$ cat config.mk
export PLATFORM = sky130hd
export DESIGN_NAME = axi4_s_bus_wr_engine
export DESIGN_NICKNAME = d
export VERILOG_FILES = /design/src/rtl/axi4_s_bus_wr_engine.sv
export SDC_FILE = /design/constraint.sdc
export NUM_CORES = 1
export LEC_CHECK = 0
export CAP_MARGIN = 20
export CORE_ASPECT_RATIO = 1.75
export CORE_UTILIZATION = 48
export DETAILED_ROUTE_END_ITERATION = 10
export PLACE_DENSITY = 0.81
export SYNTH_ARGS = -nofsm -noshare
export SYNTH_HDL_FRONTEND = slang
export SYNTH_SLANG_ARGS = --single-unit
$ cat constraint.sdc
create_clock -name aclk -period 6.5 [get_ports aclk]
set_input_delay 1.625 -clock aclk [delete_from_list [all_inputs] [get_ports aclk]]
set_output_delay 1.625 -clock aclk [all_outputs]
set_load 0.01 [all_outputs]
$ cat src/rtl/axi4_s_bus_wr_engine.sv
// AXI4 slave write engine: pops AW/W FIFO pairs, drives a register
// write port with timeout, and pushes the write response to the B FIFO.
module axi4_s_bus_wr_engine #(
  parameter int unsigned     A_W     = 32,
  parameter int unsigned     D_W     = 32,
  parameter longint unsigned BASE    = 0,
  parameter longint unsigned SIZE    = 4096,
  parameter int unsigned     TIMEOUT = 255
) (
  input  logic               aclk,
  input  logic               aresetn,
  input  logic               aw_rd_empty,
  output logic               aw_rd_en,
  input  logic [A_W-1:0]     aw_rd_data,
  input  logic               w_rd_empty,
  output logic               w_rd_en,
  input  logic [D_W+D_W/8-1:0] w_rd_data,
  input  logic               b_wr_full,
  output logic               b_wr_en,
  output logic [1:0]         b_wr_data,
  output logic               reg_wr_en,
  output logic [A_W-1:0]     reg_addr,
  output logic [D_W-1:0]     reg_wdata,
  output logic [D_W/8-1:0]   reg_wstrb,
  input  logic               reg_ack,
  input  logic               reg_err,
  output logic               busy
);

  localparam int unsigned SW = D_W / 8;

  localparam logic [1:0] S_IDLE  = 2'd0;
  localparam logic [1:0] S_WRITE = 2'd1;
  localparam logic [1:0] S_RESP  = 2'd2;

  localparam logic [1:0] OKAY   = 2'b00;
  localparam logic [1:0] SLVERR = 2'b10;
  localparam logic [1:0] DECERR = 2'b11;

  localparam logic [64:0]    LO    = 65'(BASE);
  localparam logic [64:0]    WIN   = 65'(SIZE);
  localparam logic [A_W-1:0] AMASK = ~A_W'(SW - 1);
  localparam logic [15:0]    TMO   = 16'(TIMEOUT);

  logic [1:0]     r_state;
  logic [15:0]    r_cnt;
  logic           r_pop;
  logic           r_bvld;
  logic [1:0]     r_bresp;
  logic           r_wen;
  logic [A_W-1:0] r_addr;
  logic [D_W-1:0] r_wdata;
  logic [SW-1:0]  r_wstrb;

  logic           w_avail;
  logic [64:0]    w_off;
  logic           w_hit;
  logic           w_tmo;

  assign w_avail = !aw_rd_empty && !w_rd_empty;
  // Below-BASE addresses wrap to a huge offset, so one compare decodes
  assign w_off   = 65'(aw_rd_data) - LO;
  assign w_hit   = w_off < WIN;
  assign w_tmo   = (r_cnt + 16'd1) == TMO;

  always_ff @(posedge aclk or negedge aresetn) begin
    if (!aresetn) begin
      r_state <= S_IDLE;
      r_cnt   <= '0;
      r_pop   <= 1'b0;
      r_bvld  <= 1'b0;
      r_bresp <= '0;
      r_wen   <= 1'b0;
      r_addr  <= '0;
      r_wdata <= '0;
      r_wstrb <= '0;
    end else begin
      r_pop <= 1'b0;
      unique case (1'b1)
        r_state == S_IDLE: begin
          if (r_pop) begin
            r_addr  <= aw_rd_data & AMASK;
            r_wdata <= w_rd_data[D_W-1:0];
            r_wstrb <= w_rd_data[D_W+SW-1:D_W];
            r_cnt   <= '0;
            if (w_hit) begin
              r_state <= S_WRITE;
              r_wen   <= 1'b1;
              r_bresp <= OKAY;
            end else begin
              r_state <= S_RESP;
              r_bresp <= DECERR;
              r_bvld  <= !b_wr_full;
            end
          end else begin
            r_pop <= w_avail;
          end
        end
        r_state == S_WRITE: begin
          if (reg_ack) begin
            r_state <= S_RESP;
            r_wen   <= 1'b0;
            r_bresp <= reg_err ? SLVERR : OKAY;
            r_bvld  <= !b_wr_full;
          end else if (w_tmo) begin
            r_state <= S_RESP;
            r_wen   <= 1'b0;
            r_bresp <= SLVERR;
            r_bvld  <= !b_wr_full;
            r_cnt   <= r_cnt + 16'd1;
          end else begin
            r_cnt <= r_cnt + 16'd1;
          end
        end
        r_state == S_RESP: begin
          // Push cycle: next pop may start as soon as we are back in IDLE
          if (r_bvld) begin
            r_state <= S_IDLE;
            r_bvld  <= 1'b0;
            r_pop   <= w_avail;
          end else begin
            r_bvld <= !b_wr_full;
          end
        end
        default: begin
          r_state <= S_IDLE;
          r_wen   <= 1'b0;
          r_bvld  <= 1'b0;
        end
      endcase
    end
  end

  assign aw_rd_en  = r_pop;
  assign w_rd_en   = r_pop;
  assign b_wr_en   = r_bvld;
  assign b_wr_data = r_bresp;
  assign reg_wr_en = r_wen;
  assign reg_addr  = r_addr;
  assign reg_wdata = r_wdata;
  assign reg_wstrb = r_wstrb;
  assign busy      = r_state != S_IDLE;

endmodule

==> results of run 1 <==
-- worst register-to-register path: cells and delay by family, from the launching register on --
kind	cells	cell delay [ns]
DFF	1	0.57
AOI/OAI and AO/OA	4	1.11
and+or+nand+nor	2	0.64
-- state kept, by name, indices dropped and copies added (netlist names) --
register	cells
reg_wstrb	4
reg_wr_en	1
r_cnt	16
reg_wdata	32
reg_addr	30
r_state	2
b_wr_data	2
aw_rd_en	1
b_wr_en	1
-- layer usage --
layer  wire [um]  GRT usage (%)  vias to the layer above
li1            -              -                     1816
met5           0              0                        -
met1        4060           28.6                     1836
met2        6190           47.4                      124
met4         304           11.6                        0
met3         609           6.74                       23
-- logic make-up after synthesis --
group	after synthesis	synth area share (%)
AOI/OAI and AO/OA	61	9.68
muxes	1	0.244
xor gates and xnor gates	1	0.214
buffers and inverters	35	4.31
other	1	0.0915
and+or+nand+nor	289	30.5
adders and majority gates	2	0.611
DFF	89	54.4
-- power groups by stage --
| stage | logic [mW] | registers (mW) | clock network (mW) |
|---|---|---|---|
| after detailed placement | 0.968 | 0.936 | 0 |
| final | 0.969 | 0.931 | 0.529 |
| after global placement | 0.940 | 0.920 | 0 |
| after floorplan | 0.303 | 1.01 | 0 |
| after global routing | 1.05 | 0.958 | 0.555 |
| after CTS | 0.975 | 0.930 | 0.535 |
-- synthesized netlist by cell type (all sizes together) (2+ instances only) --
master | n | share of area, %
inv | 6 | 0.55
buf | 11 | 1.9
a21o | 2 | 0.40
dfrtp | 89 | 54
a31oi | 5 | 0.76
nand3 | 6 | 1.0
ha | 2 | 0.61
a21oi | 11 | 1.4
or4 | 2 | 0.40
nand4 | 7 | 1.4
and3b | 2 | 0.46
or3 | 4 | 0.64
and2 | 3 | 0.46
a211oi | 4 | 0.85
clkbuf | 18 | 1.9
nand3b | 2 | 0.37
nor4 | 10 | 2.0
o21ai | 30 | 3.8
or2 | 2 | 0.31
a21boi | 2 | 0.37
nor2 | 26 | 2.4
nand2 | 220 | 20
-- how the worst max path moves through the flow --
stage / from / endpoint / slack, ns / cells after the start
3_5_place_dp: aw_rd_data[19] / b_wr_en / 2.69 / 7
6_report: reg_ack / r_cnt[13] / 3.03 / 5
3_3_place_gp: aw_rd_data[19] / b_wr_en / 2.77 / 7
2_1_floorplan: aw_rd_data[19] / b_wr_en / 3.47 / 6
5_1_grt: reg_ack / r_cnt[13] / 2.81 / 5
4_1_cts: aw_rd_data[19] / b_wr_en / 3.04 / 7
-- layout make-up --
cell class              instances  share of cell area [%]
flip-flops and latches         89                    37.7
multi-input cells             356                    28.8
repair buffers                148                    25.5
clock buffers                  11                    4.28
well taps                     115                    2.44
clock inverters                 5                   0.911
inverters                       6                   0.381
==> reports/results.md, run 1 <==
| Metric | Reported | Unit |
|:---|:---|:---|
| Net switching power of the design | 0.807 | mW |
| Switching part of the total power | 33.2 | % |
| Portion of total power attributed to sequential cells | 38.3 | % |
| Net count reported at finish | 687 | - |
| Final routed DRC violation total | 0 | - |
| Clock tree buffer depth | 2 | - |
| Routability congestion estimate from global placement | 0.928 | - |
| Final cell area excluding filler cells | 5910 | um2 |
| Area of placed instances | 5570 | um2 |
| Buffers inserted during post-CTS setup optimization | 0 | - |
| Register cell area after layout | 2230 | um2 |
| Master of the slowest instance on the critical path | sky130_fd_sc_hd__nor2_1 | - |
| Final worst hold slack | 0.474 | ns |
| Filler Cells Inserted | 635 | - |
| Commonest non-fill, non-tap cell in the layout | sky130_fd_sc_hd__nand2_1 | - |
| Cell area after synthesis | 4100 | um2 |
| H-tree lvl count | 3 | - |
| Portion of total power attributed to combinational logic | 39.9 | % |
| Final period util | 53.4 | % |
| Largest fanout on the critical path | 13 | - |
| Launch instance of the worst min-delay path | reg_addr[31] | - |
| Antenna violations before repair | 0 | - |
| Path depth of the worst reg2reg path | 6 | - |
| Number of setup violations in the final report | 0 | - |
| Fraction of layout cells with a size suffix above 1 | 6.34 | % |
| Count of endpoints failing hold in the final timing report | 0 | - |
| Family of cells with the greatest summed delay on the critical path | simple AND/OR/NAND/NOR gates | - |
| Gates resized, CTS repair | 0 | - |
| Non-filler cells in the finished layout | 730 | - |
| Critical Path Source Type | input pin | - |
| Post-CTS clock slew at the launch and capture registers of the worst setup and hold paths | 0.06 | ns |
| Std cell rows | 44 | - |
| Most frequent cells in the layout | sky130_fd_sc_hd__nand2_1, sky130_fd_sc_hd__clkdlybuf4s50_1, sky130_fd_sc_hd__dfrtp_1 | - |
| Number of sinks on the clock net | 89 | - |
| Final routed wire length divided by cell count | 15.3 | um |
| Pre-CTS setup slack | 2.69 | ns |
| Relative area change from synthesis to final layout | 44.1 | % |
| First-pass GRT wire length | 18300 | um |
| Slew at the pin with the worst max-slew slack | 0.903 | ns |
| Hold Path Sink | reg_addr[31] | - |
| Core utilization of the finished layout | 71.0 | % |
| Number of synthesized flops with an enable pin | 0 | - |
| Data required time at the worst endpoint | 6.71 | ns |
| Ordered list of cells on the worst path | clkdlybuf4s50_1 > nor2_1 > nor2_1 > o21ai_0 > o21ai_0 | - |
| Capture instance of the worst register-to-register path | b_wr_en | - |
| Period minus WS final | 3.47 | ns |
| Area of combinational cells with multiple inputs | 1700 | um2 |
| Number of violations of the max-capacitance limit | 0 | - |
| Type of the worst setup path | in -> reg | - |
| R2r startpoint | r_cnt[5] | - |
| Outcome | completed | - |
| Power density normalized to cell area | 411 | nW/um2 |
| Total Wirelength | 11200 | um |
| Number of global-route vias before repair | 3854 | - |
| Synth warn | 0 | - |
| Pre-Repair DR Iteration Count | 4 | - |
| Synth Instances | 479 | - |
| CTS tree | done | - |
| Count of buffers from port buffering | 145 | - |
| Clk_lat worst skew | 0.34 | ns |
| Via/cell ratio | 5.20 | - |
| Reg2Reg Setup Slack | 4.09 | ns |
| CP endpoint kind | flip-flop | - |
| Antenna-violating nets left | 0 | - |
| Via Count | 3799 | - |
| Share of the yosys chip area belonging to registers | 54.4 | % |
| Antenna fix cells | 0 | - |
| Clock root buffer | sky130_fd_sc_hd__clkbuf_16 | - |
| Pleak | 2.72 | nW |
| Worst Path Arrival | 3.68 | ns |
| Distinct cells, synth | 53 | - |
| Power Internal | 1.62 | mW |
| Final max-slew violation count | 0 | - |
| Final critical-path setup slack | 3.03 | ns |
| DP HPWL | 7840 | um |
| Chip Width | 71.8 | um |
| Post-synth ARST share | 100 | % |
| Overall power consumption | 2.43 | mW |
| Clock share of power | 21.8 | % |
| Final clock skew | 0.00643 | ns |
| Setup repair after global routing missed its margin | no | - |
| Total routing usage reported by global routing | 26.5 | % |
| Post-synthesis average cell area | 8.55 | um2 |
| Number of placed instances, taps included | 713 | - |
| Worst hold path stage count | 2 | - |
| Initial standard-cell utilization of the core | 49.3 | % |
| Top_reg_cell synth | sky130_fd_sc_hd__dfrtp_1 | - |
| Total Die Area | 8920 | um2 |
| Flip-flop and latch count after synthesis | 89 | - |
| Number of CTS-inserted buffers | 9 | - |
| Tightest Hold Check Type | reg -> reg | - |
| Area of the core | 8310 | um2 |
| Fmax | 288 | MHz |
| Initial drt markers | 249 | - |
| Hold-fix buffers at CTS | 0 | - |
| Buffering stage count on the worst path with inverters included | 1 | - |
| Summed negative setup slack over all endpoints | 0 | ns |
| Pin count of the biggest net entering global routing | 90 | - |
| Delay contributed by the slowest stage of the critical path | 0.74 | ns |
| Total congestion overflow | 0 | - |
| Chip height | 124 | um |
| Number of I/O pins | 150 | - |
| Largest vdd supply drop | 0.000279 | V |
| Worst relative slew slack | 39.6 | % |
No activity file was read; power rests on OpenSTA's default activity.
==> inputs of run 2 (changes only) <==
--- a/config.mk
+++ b/config.mk
@@ -7,9 +7,9 @@
 export LEC_CHECK = 0
 export CAP_MARGIN = 20
 export CORE_ASPECT_RATIO = 1.75
-export CORE_UTILIZATION = 48
+export CORE_UTILIZATION = 45
 export DETAILED_ROUTE_END_ITERATION = 10
-export PLACE_DENSITY = 0.81
+export PLACE_DENSITY = 0.77
 export SYNTH_ARGS = -nofsm -noshare
 export SYNTH_HDL_FRONTEND = slang
 export SYNTH_SLANG_ARGS = --single-unit
==> constraint.sdc (replaced) <==
create_clock -name aclk -period 3.4 [get_ports aclk]
set_input_delay 0.85 -clock aclk [delete_from_list [all_inputs] [get_ports aclk]]
set_output_delay 0.85 -clock aclk [all_outputs]
set_load 0.01 [all_outputs]
==> reports/results.md, run 2 (same netlist as run 1, synthesis figures left out) <==
| Metric | Reported | Unit | vs previous |
|:---|:---|:---|:---|
| Outcome | completed | - | unchanged |
| Via Count | 3737 | - | was 3799 |
| Critical Path Source Type | input pin | - | unchanged |
| Cell repeated most along the worst path | sky130_fd_sc_hd__a21oi_1 | - |  |
| CP endpoint kind | flip-flop | - | unchanged |
| Number of violations of the max-capacitance limit | 0 | - | unchanged |
| Total congestion overflow | 0 | - | unchanged |
| Net count reported at finish | 689 | - | was 687 |
| Clk_lat worst skew | 0.35 | ns | was 0.34 ns |
| Data required time at the worst endpoint | 3.65 | ns | was 6.71 ns |
| Power Internal | 3.00 | mW | was 1.62 mW |
| Family of cells with the greatest summed delay on the critical path | simple AND/OR/NAND/NOR gates | - | unchanged |
| Final clock skew | 0.00726 | ns | was 0.00643 ns |
| Pre-Repair DR Iteration Count | 4 | - | unchanged |
| Final routed DRC violation total | 0 | - | unchanged |
| Initial standard-cell utilization of the core | 47.0 | % | was 49.3% |
| Core utilization of the finished layout | 67.1 | % | was 71.0% |
| Final critical-path setup slack | 0.807 | ns | was 3.03 ns |
| Chip Width | 74.1 | um | was 71.8 um |
| Type of the worst setup path | in -> reg | - | unchanged |
| Register cell area after layout | 2230 | um2 | unchanged |
| Final routed wire length divided by cell count | 14.8 | um | was 15.3 um |
| Area of combinational cells with multiple inputs | 1700 | um2 | unchanged |
| Setup repair after global routing missed its margin | no | - | unchanged |
| Via/cell ratio | 5.11 | - | was 5.20 |
| Total Wirelength | 10900 | um | was 11200 um |
| H-tree lvl count | 3 | - | unchanged |
| Initial drt markers | 277 | - | was 249 |
| Post-CTS clock slew at the launch and capture registers of the worst setup and hold paths | 0.06 | ns | about the same |
| Number of sinks on the clock net | 89 | - | unchanged |
| Count of buffers from port buffering | 145 | - | unchanged |
| Number of I/O pins | 150 | - | unchanged |
| DP HPWL | 7830 | um | was 7840 um |
| Worst relative slew slack | 45.0 | % | was 39.6% |
| Largest fanout on the critical path | 3 | - | was 13 |
| Total routing usage reported by global routing | 24.7 | % | was 26.5% |
| Relative area change from synthesis to final layout | 42.8 | % | was 44.1% |
| Final max-slew violation count | 0 | - | unchanged |
| Most frequent cells in the layout | sky130_fd_sc_hd__nand2_1, sky130_fd_sc_hd__clkdlybuf4s50_1, sky130_fd_sc_hd__dfrtp_1 | - | unchanged |
| Number of placed instances, taps included | 718 | - | was 713 |
| Std cell rows | 45 | - | was 44 |
| Largest vdd supply drop | 0.000471 | V | was 0.000279 V |
| Fraction of layout cells with a size suffix above 1 | 6.34 | % | unchanged |
| First-pass GRT wire length | 17500 | um | was 18300 um |
| Area of placed instances | 5580 | um2 | was 5570 um2 |
| Power density normalized to cell area | 772 | nW/um2 | was 411 nW/um2 |
| Clock share of power | 20.3 | % | was 21.8% |
| Fmax | 386 | MHz |  |
| Overall power consumption | 4.52 | mW | was 2.43 mW |
| Number of CTS-inserted buffers | 9 | - | unchanged |
| Net switching power of the design | 1.52 | mW | was 0.807 mW |
| Routability congestion estimate from global placement | 0.871 | - | was 0.928 |
| Antenna-violating nets left | 0 | - | unchanged |
| Master of the slowest instance on the critical path | sky130_fd_sc_hd__or4_1 | - | was sky130_fd_sc_hd__nor2_1 |
| Portion of total power attributed to sequential cells | 39.2 | % | was 38.3% |
| Number of global-route vias before repair | 3804 | - | was 3854 |
| Final cell area excluding filler cells | 5850 | um2 | was 5910 um2 |
| Commonest non-fill, non-tap cell in the layout | sky130_fd_sc_hd__nand2_1 | - | unchanged |
| Portion of total power attributed to combinational logic | 40.6 | % | was 39.9% |
| CTS tree | done | - | unchanged |
| Hold-fix buffers at CTS | 0 | - | unchanged |
| Antenna fix cells | 0 | - | unchanged |
| Area of the core | 8730 | um2 | was 8310 um2 |
| Chip height | 128 | um | was 124 um |
| Worst Path Arrival | 2.84 | ns | was 3.68 ns |
| Flip-flop count of the largest register, all copies and words added | 32 | - | unchanged |
| Tightest Hold Check Type | reg -> reg | - | unchanged |
| Final period util | 76.3 | % |  |
| Gates resized, CTS repair | 0 | - | unchanged |
| Buffering stage count on the worst path with inverters included | 1 | - | unchanged |
| Non-filler cells in the finished layout | 732 | - | was 730 |
| Pin count of the biggest net entering global routing | 68 | - | was 90 |
| Count of endpoints failing hold in the final timing report | 0 | - | unchanged |
| Clock tree buffer depth | 2 | - | unchanged |
| Delay contributed by the slowest stage of the critical path | 0.51 | ns | was 0.74 ns |
| Summed negative setup slack over all endpoints | 0 | ns | unchanged |
| Pre-CTS setup slack | 0.470 | ns | was 2.69 ns |
| Ordered list of cells on the worst path | clkdlybuf4s50_1 > nor4_1 > nand3_1 > or4_1 > a21oi_1 > a21oi_1 > a221oi_2 | - | was clkdlybuf4s50_1 > nor2_1 > nor2_1 > o21ai_0 > o21ai_0 |
| Period minus WS final | 2.59 | ns |  |
| Clock root buffer | sky130_fd_sc_hd__clkbuf_16 | - | unchanged |
| Pleak | 2.69 | nW | was 2.72 nW |
| Filler Cells Inserted | 703 | - | was 635 |
| Total Die Area | 9510 | um2 | was 8920 um2 |
| Antenna violations before repair | 0 | - | unchanged |
| Buffers inserted during post-CTS setup optimization | 0 | - | unchanged |
| Final worst hold slack | 0.473 | ns | was 0.474 ns |
| Slew at the pin with the worst max-slew slack | 0.822 | ns | was 0.903 ns |
| Switching part of the total power | 33.7 | % | was 33.2% |
| Number of setup violations in the final report | 0 | - | unchanged |
run 2: cell types whose count changed in the layout (fill, tap and decap cells not counted), sizes merged:
cell,previous run,this run
bufinv,1,0
clkinv,4,2
buf,4,6
inv,6,7
clkbuf,11,10
clkinvlp,0,1
run 2: final timing paths:
kind / depth (start not counted) / slack [ns] / to / from
worst min register to register: 2 / 0.47 / reg_addr[17] / reg_addr[17]
max in group asynchronous: 2 / 2.12 / reg_addr[12] / aresetn
min in group asynchronous: 1 / 0.53 / reg_addr[10] / aresetn
worst min-delay path: 2 / 0.47 / reg_addr[17] / reg_addr[17]
worst max register to register: 7 / 1.02 / b_wr_data[0] / r_cnt[0]
worst max-delay path: 7 / 0.81 / b_wr_en / aw_rd_data[19]
run 2: routing by layer:
layer	track usage (%)	vias to the layer above	part of all wire [%]
li1	-	1816	-
met1	27.3	1745	38
met2	40.6	143	51
met3	7.86	33	6.4
met4	14.4	0	4.6
met5	0	-	0
run 2: layout make-up:
cell class | count | area share (%)
flip-flops and latches | 89 | 38.1
multi-input cells | 356 | 29.1
repair buffers | 150 | 25.4
clock buffers | 10 | 4.08
well taps | 117 | 2.50
clock inverters | 4 | 0.513
inverters | 6 | 0.385
run 2: power by group through the flow:
stage	clock, mW	sequential (mW)	combinational, mW
2_1_floorplan	0	1.93	0.580
5_1_grt	0.966	1.83	2.01
4_1_cts	0.936	1.77	1.85
3_5_place_dp	0	1.78	1.84
6_report	0.915	1.77	1.83
3_3_place_gp	0	1.76	1.80
run 2: worst min-delay path: stages, from the launching register on:
cell and delay, ns:
sky130_fd_sc_hd__dfrtp_1 0.34, sky130_fd_sc_hd__nand2_1 0.05, sky130_fd_sc_hd__nand2_1 0.05
